===== config.mk =====
export PLATFORM = sky130hd
export DESIGN_NAME = adc_readout_seq_flat
export DESIGN_NICKNAME = d
export VERILOG_FILES = /design/src/rtl/adc_seq_pkg.sv /design/src/rtl/adc_readout_seq_if.sv /design/src/rtl/adc_chan_pick.sv /design/src/rtl/adc_readout_seq.sv /design/src/flat_wrapper.sv
export SDC_FILE = /design/constraint.sdc
export NUM_CORES = 1
export LEC_CHECK = 0
export BUFFER_PORTS_ARGS = -buffer_cell sky130_fd_sc_hd__buf_2
export CAP_MARGIN = 5
export CELL_PAD_IN_SITES_DETAIL_PLACEMENT = 2
export CELL_PAD_IN_SITES_GLOBAL_PLACEMENT = 2
export CORE_MARGIN = 3
export CORE_UTILIZATION = 32
export CTS_CLUSTER_SIZE = 20
export DETAILED_ROUTE_END_ITERATION = 10
export PLACE_DENSITY_LB_ADDON = 0.2
export SLEW_MARGIN = 20
export SYNTH_ARGS = -nofsm -noshare
export SYNTH_HDL_FRONTEND = slang
export SYNTH_SLANG_ARGS = --single-unit

===== constraint.sdc =====
create_clock -name clk -period 8.5 [get_ports clk]
set_input_delay 1.275 -clock clk [delete_from_list [all_inputs] [get_ports clk]]
set_output_delay 1.275 -clock clk [all_outputs]
set_load 0.02 [all_outputs]

===== src/rtl/adc_seq_pkg.sv =====
// Shared types and constants for the ADC readout sequencer: FSM states,
// control-bus constants and the layout of the outgoing sample word.
package adc_seq_pkg;

  localparam int ADDR_W    = 26;
  localparam int BUS_W     = 32;
  localparam int OUT_W     = 16;
  localparam int CH_W      = 5;
  localparam int FIRST_BIT = 15;
  localparam int CH_LSB    = 10;
  localparam int SAMPLE_W  = 10;
  localparam int MARKER_W  = BUS_W - SAMPLE_W;

  localparam logic [ADDR_W-1:0]   ADDR_ENABLE  = 26'd0;
  localparam logic [MARKER_W-1:0] VALID_MARKER = 22'd1;

  typedef enum logic [2:0] {
    IDLE,
    EN_WR,
    SCAN,
    RD_REQ,
    RD_WAIT,
    PUSH,
    DIS_WR
  } state_t;

  function automatic logic [OUT_W-1:0] pack_sample(
    input logic                first,
    input logic [CH_W-1:0]     ch,
    input logic [SAMPLE_W-1:0] sample
  );
    logic [OUT_W-1:0] w;
    w = '0;
    w[FIRST_BIT]       = first;
    w[CH_LSB +: CH_W]  = ch;
    w[SAMPLE_W-1:0]    = sample;
    return w;
  endfunction

endpackage


===== src/rtl/adc_readout_seq_if.sv =====
// Control-bus and sample-stream signals between the readout sequencer
// (master) and the frontend slave / event builder (slave).
interface adc_readout_seq_if;
  import adc_seq_pkg::*;

  logic              write_req;
  logic              read_req;
  logic [BUS_W-1:0]  data_write;
  logic [ADDR_W-1:0] addr;
  logic              busy;
  logic [BUS_W-1:0]  data_read;

  logic              out_valid;
  logic              out_ready;
  logic [OUT_W-1:0]  out_data;

  modport master (
    output write_req, read_req, data_write, addr, out_valid, out_data,
    input  busy, data_read, out_ready
  );

  modport slave (
    input  write_req, read_req, data_write, addr, out_valid, out_data,
    output busy, data_read, out_ready
  );
endinterface


===== src/rtl/adc_chan_pick.sv =====
// Combinational channel picker: next enabled channel above ch (wrapping to
// the lowest enabled one) plus the lowest enabled channel on its own.
module adc_chan_pick
  import adc_seq_pkg::*;
(
  input  logic [31:0]     mask,
  input  logic [CH_W-1:0] ch,
  output logic [CH_W-1:0] next_ch,
  output logic            wrapped,
  output logic [CH_W-1:0] lowest_ch
);

  logic [CH_W-1:0] above;
  logic            found;

  // Scan downwards so the last hit is the lowest qualifying index.
  always_comb begin
    above     = '0;
    found     = 1'b0;
    lowest_ch = '0;
    for (int i = 31; i >= 0; i--) begin
      if (mask[i]) begin
        lowest_ch = CH_W'(i);
        if (CH_W'(i) > ch) begin
          above = CH_W'(i);
          found = 1'b1;
        end
      end
    end
    wrapped = !found;
    next_ch = found ? above : lowest_ch;
  end

endmodule


===== src/rtl/adc_readout_seq.sv =====
// ADC readout sequencer: enables readout, reads each enabled channel over the
// control bus and streams samples out. Optional macro ADC_SEQ_TIMEOUT_EN.
module adc_readout_seq
  import adc_seq_pkg::*;
#(
  parameter int N_ADDR         = 32,
  parameter int TIMEOUT_CYCLES = 1024
) (
  input  logic        clk,
  input  logic        reset,
  input  logic        start,
  input  logic        stop,
  input  logic [31:0] chan_mask,
  output logic        running,
  adc_readout_seq_if.master bus,
  output logic [15:0] frame_count,
  output logic        marker_err,
  output logic        timeout_err
);

  localparam logic [31:0] ADDR_MASK =
    (N_ADDR >= 32) ? 32'hFFFF_FFFF : ((32'd1 << N_ADDR) - 32'd1);

  state_t          state;
  logic [31:0]     mask_q;
  logic [CH_W-1:0] ch;
  logic            first;
  logic            stop_pending;

  logic [31:0]     start_mask;
  logic [CH_W-1:0] next_ch;
  logic [CH_W-1:0] lowest_ch;
  logic            wrapped;

  assign start_mask = chan_mask & ADDR_MASK;

  adc_chan_pick u_pick (
    .mask      (mask_q),
    .ch        (ch),
    .next_ch   (next_ch),
    .wrapped   (wrapped),
    .lowest_ch (lowest_ch)
  );

  // Strobes are registered: the slave folds them into busy, so RD_WAIT's
  // first cycle always sees busy high and cannot sample stale read data.
  always_ff @(posedge clk) begin
    if (reset) begin
      state          <= IDLE;
      running        <= 1'b0;
      stop_pending   <= 1'b0;
      bus.write_req  <= 1'b0;
      bus.read_req   <= 1'b0;
      bus.addr       <= '0;
      bus.data_write <= '0;
      bus.out_valid  <= 1'b0;
      bus.out_data   <= '0;
      frame_count    <= '0;
      marker_err     <= 1'b0;
    end else begin
      bus.write_req  <= 1'b0;
      bus.read_req   <= 1'b0;
      bus.addr       <= '0;
      bus.data_write <= '0;

      if (stop && state != IDLE) stop_pending <= 1'b1;

      unique case (state)
        IDLE: begin
          if (start && start_mask != '0) begin
            mask_q  <= start_mask;
            running <= 1'b1;
            state   <= EN_WR;
          end
        end

        EN_WR: begin
          if (!bus.busy) begin
            bus.write_req  <= 1'b1;
            bus.addr       <= ADDR_ENABLE;
            bus.data_write <= 32'd1;
            ch             <= lowest_ch;
            first          <= 1'b1;
            state          <= SCAN;
          end
        end

        // Channel boundary: the only place a pending stop takes effect.
        SCAN: state <= (stop_pending || stop) ? DIS_WR : RD_REQ;

        RD_REQ: begin
          if (!bus.busy) begin
            bus.read_req <= 1'b1;
            bus.addr     <= {{(ADDR_W-CH_W){1'b0}}, ch};
            state        <= RD_WAIT;
          end
        end

        RD_WAIT: begin
          if (!bus.busy) begin
            if (bus.data_read[BUS_W-1:SAMPLE_W] != VALID_MARKER) marker_err <= 1'b1;
            bus.out_data  <= pack_sample(first, ch, bus.data_read[SAMPLE_W-1:0]);
            bus.out_valid <= 1'b1;
            state         <= PUSH;
          end
        end

        PUSH: begin
          if (bus.out_ready) begin
            bus.out_valid <= 1'b0;
            first         <= wrapped;
            ch            <= next_ch;
            if (wrapped) frame_count <= frame_count + 16'd1;
            state         <= SCAN;
          end
        end

        DIS_WR: begin
          if (!bus.busy) begin
            bus.write_req  <= 1'b1;
            bus.addr       <= ADDR_ENABLE;
            bus.data_write <= '0;
            running        <= 1'b0;
            stop_pending   <= 1'b0;
            state          <= IDLE;
          end
        end

        default: state <= IDLE;
      endcase
    end
  end

`ifdef ADC_SEQ_TIMEOUT_EN
  logic [15:0] wait_cnt;

  // The slave cannot abort a read, so a timeout only flags; the FSM waits on.
  always_ff @(posedge clk) begin
    if (reset) begin
      timeout_err <= 1'b0;
      wait_cnt    <= '0;
    end else if (state == RD_REQ) begin
      wait_cnt <= '0;
    end else if (state == RD_WAIT && bus.busy) begin
      if (wait_cnt == 16'(TIMEOUT_CYCLES - 1)) timeout_err <= 1'b1;
      if (wait_cnt != 16'hFFFF) wait_cnt <= wait_cnt + 16'd1;
    end
  end
`else
  // TIMEOUT_CYCLES only matters in the timeout build.
  assign timeout_err = 1'b0 && (TIMEOUT_CYCLES != 0);
`endif

endmodule

===== src/flat_wrapper.sv =====
// flat-port wrapper written by rule: the top's interface ports become plain ports
module adc_readout_seq_flat import adc_seq_pkg::*;
#(
  parameter int N_ADDR         = 32,
  parameter int TIMEOUT_CYCLES = 1024
)
  (clk, reset, start, stop, chan_mask, running, frame_count, marker_err, timeout_err, bus_write_req, bus_read_req, bus_data_write, bus_addr, bus_out_valid, bus_out_data, bus_busy, bus_data_read, bus_out_ready);
  adc_readout_seq_if bus_i ();
  input  logic clk;
  input  logic reset;
  input  logic start;
  input  logic stop;
  input  logic [31:0] chan_mask;
  output logic running;
  output logic [15:0] frame_count;
  output logic marker_err;
  output logic timeout_err;
  output wire logic [$bits(bus_i.write_req)-1:0] bus_write_req;
  output wire logic [$bits(bus_i.read_req)-1:0] bus_read_req;
  output wire logic [$bits(bus_i.data_write)-1:0] bus_data_write;
  output wire logic [$bits(bus_i.addr)-1:0] bus_addr;
  output wire logic [$bits(bus_i.out_valid)-1:0] bus_out_valid;
  output wire logic [$bits(bus_i.out_data)-1:0] bus_out_data;
  input wire logic [$bits(bus_i.busy)-1:0] bus_busy;
  input wire logic [$bits(bus_i.data_read)-1:0] bus_data_read;
  input wire logic [$bits(bus_i.out_ready)-1:0] bus_out_ready;
  assign bus_write_req = bus_i.write_req;
  assign bus_read_req = bus_i.read_req;
  assign bus_data_write = bus_i.data_write;
  assign bus_addr = bus_i.addr;
  assign bus_out_valid = bus_i.out_valid;
  assign bus_out_data = bus_i.out_data;
  assign bus_i.busy = bus_busy;
  assign bus_i.data_read = bus_data_read;
  assign bus_i.out_ready = bus_out_ready;
  adc_readout_seq #(.N_ADDR(N_ADDR), .TIMEOUT_CYCLES(TIMEOUT_CYCLES)) u_core (.clk(clk), .reset(reset), .start(start), .stop(stop), .chan_mask(chan_mask), .running(running), .bus(bus_i), .frame_count(frame_count), .marker_err(marker_err), .timeout_err(timeout_err));
endmodule

==> summary.md, run 1 <==
| Metric | Value |
|---|---|
| Share of power burned in registers | `0.486` |
| Sink count of the clock tree | `85` |
| Layout net count | `745` |
| Core Footprint | `15,300 um^2` |
| Area growth from synthesis to final layout | `15.0%` |
| Endpoint of the worst hold-timing path | `u_core.bus.out_data[9]` |
| Delay contributed by the slowest stage of the critical path | `0.87 ns` |
| Arrival time worst endpoint | `4.21 ns` |
| Chip Height | `131 um` |
| Flop-to-flop setup slack | `4.56 ns` |
| N_diodes | `0` |
| Buf/Inv on CP | `1` |
| Average detailed-routed wire length per instance | `20.0 um` |
| Reg2reg start | `u_core.ch[4]` |
| Drc violations | `0` |
| LEAKAGE | `2.27 nW` |
| Async set-reset flop share out of synthesis | `0` |
| Instance count of the mapped netlist | `583` |
| Cts hold-fix bufs | `0` |
| Internal power | `693 uW` |
| Wire length of the first global-routing pass | `28,500 um` |
| Kind of start point of the critical path | `register` |
| Initial antenna violation count | `0` |
| Filler instances | `1,827` |
| Required @ worst endpoint | `8.77 ns` |
| # Max-Cap Violations | `0` |
| Most frequent standard cell in the layout excluding fill and tap cells | `sky130_fd_sc_hd__buf_2` |
| Cell row count | `45` |
| Resize count post-CTS | `0` |
| Placed Instances | `874` |
| Unrepaired setup endpoints after global routing | `no` |
| Vias in the first global route | `5,105` |
| Worst clock skew on the final layout | `0.00414 ns` |
| Final cell count without fillers | `890` |
| Net switching power of the design | `297 uW` |
| Worst Max-Slew Pin Slew | `0.972 ns` |
| Total CTS buffers | `9` |
| Final setup viols | `0` |
| Clock-pin slew on the worst setup and hold paths | `0.06 ns` |
| Clock power share | `0.375` |
| Fraction of layout cells with a size suffix above 1 | `0.214` |
| Number of warnings issued by yosys | `0` |
| Worst-path cell chain | `inv_1 > o31ai_1 > o21ai_0 > nor4_4 > nand4_2 > or4_1 > a21oi_1` |
| Number of enable-type register cells in the synthesized netlist | `38` |
| Post-synthesis sequential area ratio | `0.414` |
| Beginning of the worst hold path | `u_core.bus.out_data[9]` |
| Io pins | `166` |
| Count of final hold-check violations | `0` |
| Critical path fanouts, max | `23` |
| Starting utilization of the core area | `0.329` |
| Total gr overflow | `0` |
| Maximum count of clock buffers along a single path | `2` |
| Vias/cell | `5.42` |
| Count of unique library cells instantiated by Yosys | `71` |
| Clk Latency, worst-skew pair | `0.35 ns` |
| Share of the clock period used by the worst path | `0.464` |
| Number of pins with negative max-slew slack in the final report | `0` |
| Switching fraction of total power | `0.300` |
| Core occupancy in the finished layout | `0.378` |
| GRT Util Overall | `0.205` |
| Outcome | `complete, no violations` |
| Worst voltage drop across the vdd grid | `0.100 mV` |
| Hold path cells | `2` |
| Post-CTS Setup Inserts | `0` |
| Detailed Route WL | `17,800 um` |
| Commonest register cell after synthesis | `sky130_fd_sc_hd__dfxtp_1` |
| Die Span X | `131 um` |
| Cell area power density | `171 nW/um^2` |
| Endpoint class of the critical path | `register` |
| Clock root buffer | `sky130_fd_sc_hd__clkbuf_16` |
| Final critical-path required period | `3.94 ns` |
| Terminus of the critical flop-to-flop path | `u_core.frame_count[7]` |
| Combinational share of power | `0.139` |
| Count of input and output buffers | `112` |
| Max-slew headroom at the worst pin | `0.352` |
| Flop and latch count out of synthesis | `85` |
| TritonCTS clock tree | `built` |
| Count of H-tree levels built during CTS | `3` |
| Antenna violation net count after detailed routing | `0` |
| Dpl hpwl | `13,500 um` |
| Worst r2r path cells | `7` |
| Die area | `17,300 um^2` |
| Final setup TNS | `0 ns` |
| Top library cells by usage in the layout, fill and taps aside | `112 x sky130_fd_sc_hd__buf_2, 63 x sky130_fd_sc_hd__nand2_1, 56 x sky130_fd_sc_hd__a21oi_1, 53 x sky130_fd_sc_hd__conb_1, 47 x sky130_fd_sc_hd__dfxtp_1` |
| Number of detailed-routing iterations run before antenna repair | `6` |
| Gp weighted congestion | `0.954` |
| Number of DRC violations after detailed-routing iteration 0 | `284` |
| Path class of the lowest-slack min-delay path | `register to register` |
| Cell with the largest stage delay on the worst path | `sky130_fd_sc_hd__edfxtp_1` |
| Area of the mapped netlist | `5030 um^2` |
| Via count | `4,820` |
| Startpoint-to-endpoint class of the critical path | `register to register` |
| Fmax | `254 MHz` |
| Largest net degree at the start of global routing | `47` |
| Top cell family by delay on the critical path | `simple AND/OR/NAND/NOR gates` |
| Synthesized area per cell | `8.64 um^2` |
## cells in the mapped netlist (all sizes together) (4+ instances only)
library cell	instances	area share
nand3	14	0.014
o311ai	4	0.0070
nand2	64	0.048
nor2	41	0.031
a31oi	4	0.0050
edfxtp	38	0.23
nand4	9	0.012
o22ai	4	0.0050
and3	10	0.012
nor2b	5	0.0062
a221oi	7	0.012
and2	9	0.011
a311oi	4	0.0070
o221ai	4	0.0082
a21oi	56	0.056
dfxtp	47	0.19
inv	22	0.016
nor3	6	0.0060
o21ai	26	0.026
and4	4	0.0070
nand2b	8	0.0099
o31ai	16	0.024
o211ai	5	0.0075
buf	64	0.094
nor4	23	0.032
or4	14	0.022
clkbuf	21	0.016
## logic make-up after synthesis
family / share of synthesized area
AO/OA/AOI/OAI: 0.219
XOR/XNOR: 0.00348
adder cells (fa/ha/maj): 0.00447
buffers and inverters: 0.126
flip-flops: 0.414
multiplexers: 0.00621
other: 0.000745
AND/OR/NAND/NOR: 0.226
## how the worst max path moves through the flow
| stage | cells past startpoint | start | slack, ns | end |
|---|---|---|---|---|
| global placement | 7 | u_core.ch[4] | 4.85 | u_core.frame_count[13] |
| finish | 7 | u_core.ch[4] | 4.56 | u_core.frame_count[7] |
| detailed placement | 7 | u_core.ch[4] | 4.62 | u_core.frame_count[6] |
| floorplan | 3 | reset | 4.11 | u_core.mask_q[0] |
| CTS | 7 | u_core.ch[4] | 4.60 | u_core.frame_count[6] |
| global route | 7 | u_core.ch[4] | 4.13 | u_core.frame_count[6] |
## flip-flops by register name, summed over array words and instances (netlist names)
signal and count:
u_core.bus.addr 5, u_core.bus.data_write 1, u_core.bus.out_data 16, u_core.bus.out_valid 1, u_core.bus.read_req 1, u_core.bus.write_req 1
u_core.ch 5, u_core.first 1, u_core.frame_count 16, u_core.marker_err 1, u_core.mask_q 32, u_core.running 1
u_core.state 3, u_core.stop_pending 1
## per-stage QoR
stage          hold slack [ns]  area, um^2  setup slack [ns]  power (mW)
2_1_floorplan            0.471        5230              4.11       0.589
4_1_cts                  0.464        5790              4.60        1.00
5_1_grt                  0.488        5790              4.13        1.04
3_3_place_gp             0.441        5510              4.85       0.619
3_5_place_dp             0.451        5510              4.62       0.626
6_report                 0.461        5790              4.56       0.990
## cell type report
cell class | count | area (um^2) | share of cell area
clock inverters | 7 | 51.3 | 0.00886
inverters | 22 | 82.6 | 0.0143
flip-flops and latches | 85 | 2080 | 0.360
multi-input cells | 443 | 2520 | 0.435
clock buffers | 9 | 225 | 0.0389
repair buffers | 113 | 568 | 0.0981
well taps | 211 | 264 | 0.0456
## metal layers
layer / routed length, um / global-route usage / share of wire
met2: 9110 / 0.352 / 0.51
met3: 779 / 0.0364 / 0.044
met4: 433 / 0.0799 / 0.024
met1: 7440 / 0.256 / 0.42
met5: 0 / 0 / 0
## power groups by stage
stage,clock (mW),sequential (mW),combinational (mW)
2_1_floorplan,0,0.472,0.117
3_3_place_gp,0,0.488,0.130
3_5_place_dp,0,0.489,0.137
4_1_cts,0.383,0.480,0.137
5_1_grt,0.400,0.484,0.153
6_report,0.372,0.481,0.137
## tightest hold or removal path, delay by kind of cell (launching register included)
kind / cells / cell delay, ns
flip-flops: 1 / 0.31
AO/OA/AOI/OAI: 1 / 0.06
AND/OR/NAND/NOR: 1 / 0.05
Note: power is estimated with default switching activity, not from simulation.
==> run 2, diff against run 1 <==
--- a/config.mk
+++ b/config.mk
@@ -10,7 +10,7 @@
 export CELL_PAD_IN_SITES_DETAIL_PLACEMENT = 2
 export CELL_PAD_IN_SITES_GLOBAL_PLACEMENT = 2
 export CORE_MARGIN = 3
-export CORE_UTILIZATION = 32
+export CORE_UTILIZATION = 26
 export CTS_CLUSTER_SIZE = 20
 export DETAILED_ROUTE_END_ITERATION = 10
 export PLACE_DENSITY_LB_ADDON = 0.2
==> constraint.sdc (replaced) <==
create_clock -name clk -period 3.45 [get_ports clk]
set_input_delay 0.5175 -clock clk [delete_from_list [all_inputs] [get_ports clk]]
set_output_delay 0.5175 -clock clk [all_outputs]
set_load 0.02 [all_outputs]
==> summary.md, run 2 (synthesis results as in run 1) <==
| Metric | Value |
|---|---|
| Clock root buffer | `sky130_fd_sc_hd__clkbuf_16` |
| Required @ worst endpoint | `3.62 ns (-5.15 ns)` |
| Clk Latency, worst-skew pair | `0.35 ns (about the same)` |
| Vias in the first global route | `5,154 (+0.96%)` |
| Terminus of the critical flop-to-flop path | `u_core.ch[1]` |
| Final critical-path required period | `3.07 ns (-0.869 ns)` |
| Total gr overflow | `0 (unchanged)` |
| Total CTS buffers | `9 (unchanged)` |
| Filler instances | `2,204 (+21%)` |
| Fraction of layout cells with a size suffix above 1 | `0.229 (+0.0159)` |
| Largest net degree at the start of global routing | `33 (-30%)` |
| Sink count of the clock tree | `85 (unchanged)` |
| Cell area power density | `431 nW/um^2 (+150%)` |
| Worst clock skew on the final layout | `0.00872 ns (+0.00459 ns)` |
| Flip-flop count of the largest register after layout | `32 (unchanged)` |
| Arrival time worst endpoint | `3.24 ns (-0.97 ns)` |
| TritonCTS clock tree | `built` |
| Area growth from synthesis to final layout | `19.4%` |
| Fmax | `326 MHz (+28%)` |
| Endpoint class of the critical path | `register` |
| LEAKAGE | `2.37 nW (+4.4%)` |
| Unrepaired setup endpoints after global routing | `no` |
| Flop-to-flop setup slack | `0.38 ns (-4.18 ns)` |
| Startpoint-to-endpoint class of the critical path | `register to register` |
| Number of DRC violations after detailed-routing iteration 0 | `209 (-26%)` |
| Number of detailed-routing iterations run before antenna repair | `4 (-2)` |
| Outcome | `complete, no violations` |
| Endpoint of the worst hold-timing path | `u_core.mask_q[10]` |
| GRT Util Overall | `0.164 (-0.0413)` |
| Die area | `21,100 um^2 (+22%)` |
| Worst r2r path cells | `8 (+1)` |
| Share of the clock period used by the worst path | `0.890 (+0.427)` |
| Antenna violation net count after detailed routing | `0 (unchanged)` |
| Vias/cell | `5.11 (-5.7%)` |
| Detailed Route WL | `17,700 um (-0.46%)` |
| Layout net count | `759 (+1.9%)` |
| Core occupancy in the finished layout | `0.318 (-0.0600)` |
| Hold path cells | `1 (-1)` |
| Drc violations | `0 (unchanged)` |
| Path class of the lowest-slack min-delay path | `input pin to register` |
| Wire length of the first global-routing pass | `28,200 um (-1.0%)` |
| # Max-Cap Violations | `0 (unchanged)` |
| Die Span X | `145 um (+10%)` |
| Max-slew headroom at the worst pin | `0.431 (+0.0795)` |
| Clock-pin slew on the worst setup and hold paths | `0.07 ns (about the same)` |
| Dpl hpwl | `13,300 um (-1.3%)` |
| Worst Max-Slew Pin Slew | `0.845 ns (-0.127 ns)` |
| Critical path fanouts, max | `11 (-52%)` |
| N_diodes | `0 (unchanged)` |
| Final setup TNS | `0 ns (unchanged)` |
| Beginning of the worst hold path | `chan_mask[10]` |
| Worst voltage drop across the vdd grid | `0.229 mV (+130%)` |
| Most frequent standard cell in the layout excluding fill and tap cells | `sky130_fd_sc_hd__buf_2` |
| Reg2reg start | `u_core.ch[0]` |
| Starting utilization of the core area | `0.266 (-0.0623)` |
| Most flops, register | `u_core.mask_q` |
| Count of final hold-check violations | `0 (unchanged)` |
| Final setup viols | `0 (unchanged)` |
| Cell row count | `50 (+11%)` |
| Number of pins with negative max-slew slack in the final report | `0 (unchanged)` |
| Initial antenna violation count | `0 (unchanged)` |
| Count of input and output buffers | `112 (unchanged)` |
| Resize count post-CTS | `0 (unchanged)` |
| Io pins | `166 (unchanged)` |
| Maximum count of clock buffers along a single path | `2 (unchanged)` |
| Average detailed-routed wire length per instance | `18.5 um (-7.0%)` |
| Core Footprint | `18,900 um^2 (+23%)` |
| Count of H-tree levels built during CTS | `3 (unchanged)` |
| Top library cells by usage in the layout, fill and taps aside | `112 x sky130_fd_sc_hd__buf_2, 63 x sky130_fd_sc_hd__nand2_1, 56 x sky130_fd_sc_hd__a21oi_1, 53 x sky130_fd_sc_hd__conb_1, 47 x sky130_fd_sc_hd__dfxtp_1` |
| Gp weighted congestion | `0.840 (-12%)` |
| Kind of start point of the critical path | `register` |
| Via count | `4,868 (+1.0%)` |
| Registers with the highest flip-flop counts | `u_core.mask_q x32, u_core.bus.out_data x16, u_core.frame_count x16` |
| Chip Height | `145 um (+10%)` |
-- run 2: changes by cell type in the layout (fill, tap and decap cells not counted), sizes merged --
| cell | before | now |
|---|---|---|
| buf | 113 | 127 |
| bufinv | 0 | 1 |
| clkbuf | 9 | 10 |
| clkinv | 4 | 1 |
| clkinvlp | 2 | 0 |
| inv | 23 | 26 |
-- run 2: through the flow --
stage / power [mW] / cells / hold WS [ns] / setup slack, ns / cell area (um^2)
after global placement: 1.53 / 934 / 0.440 / 0.372 / 5660
after detailed placement: 1.54 / 934 / 0.449 / 0.240 / 5660
after floorplan: 1.45 / 635 / 0.471 / 0.784 / 5240
final: 2.59 / 953 / 0.360 / 0.378 / 6010
after global routing: 2.71 / 953 / 0.347 / 0.176 / 6010
after CTS: 2.62 / 950 / 0.346 / 0.212 / 5990
-- run 2: worst max-delay path by stage --
stage                       startpoint                      to  slack (ns)
after global routing      u_core.ch[0]            u_core.ch[1]        0.18
final                     u_core.ch[0]            u_core.ch[1]        0.38
after floorplan                  reset        u_core.mask_q[0]        0.78
after CTS                 u_core.ch[1]   u_core.frame_count[5]        0.21
after detailed placement  u_core.ch[1]   u_core.frame_count[5]        0.24
after global placement    u_core.ch[2]  u_core.frame_count[13]        0.37
-- run 2: metal layers --
layer  share of wire  GRT usage  up-vias
met5               0          0        -
met2            0.50      0.281      135
met3           0.048     0.0319       22
li1                -          -     2277
met4           0.021     0.0513        0
met1            0.43      0.208     2434
-- run 2: repair_timing --
| action | 4_1_cts | 5_1_grt |
|---|---|---|
| endpoints found under the hold margin | 0 | 0 |
| hold buffers | 0 | 0 |
| endpoints found under the setup margin | 0 | 10 |
| buffers inserted | 0 | 3 |
-- run 2: layout make-up --
cell class	instances	area, um^2	share of cell area
Clock inverter	6	73.8	0.0123
Sequential cell	85	2080	0.346
Clock buffer	10	250	0.0416
Tap cell	260	325	0.0541
Multi-Input combinational cell	443	2520	0.420
Inverter	22	82.6	0.0137
Timing Repair Buffer	127	673	0.112
-- run 2: critical path: stages (launching register included) --
cell                       delay [ns]
sky130_fd_sc_hd__edfxtp_1        0.58
sky130_fd_sc_hd__buf_4           0.28
sky130_fd_sc_hd__or4b_2          0.69
sky130_fd_sc_hd__a21oi_1         0.21
sky130_fd_sc_hd__nor2_1          0.09
sky130_fd_sc_hd__and4_1          0.25
sky130_fd_sc_hd__a21oi_1         0.37
sky130_fd_sc_hd__inv_1           0.14
sky130_fd_sc_hd__o31ai_1         0.27
-- run 2: power by group --
| part | total (mW) | switching (mW) | leakage (nW) | internal (mW) |
|---|---|---|---|---|
| registers | 1.17 | 0.0662 | 0.730 | 1.10 |
| clock network | 1.07 | 0.450 | 0.161 | 0.618 |
| logic | 0.355 | 0.236 | 1.48 | 0.119 |
| total | 2.59 | 0.751 | 2.37 | 1.84 |
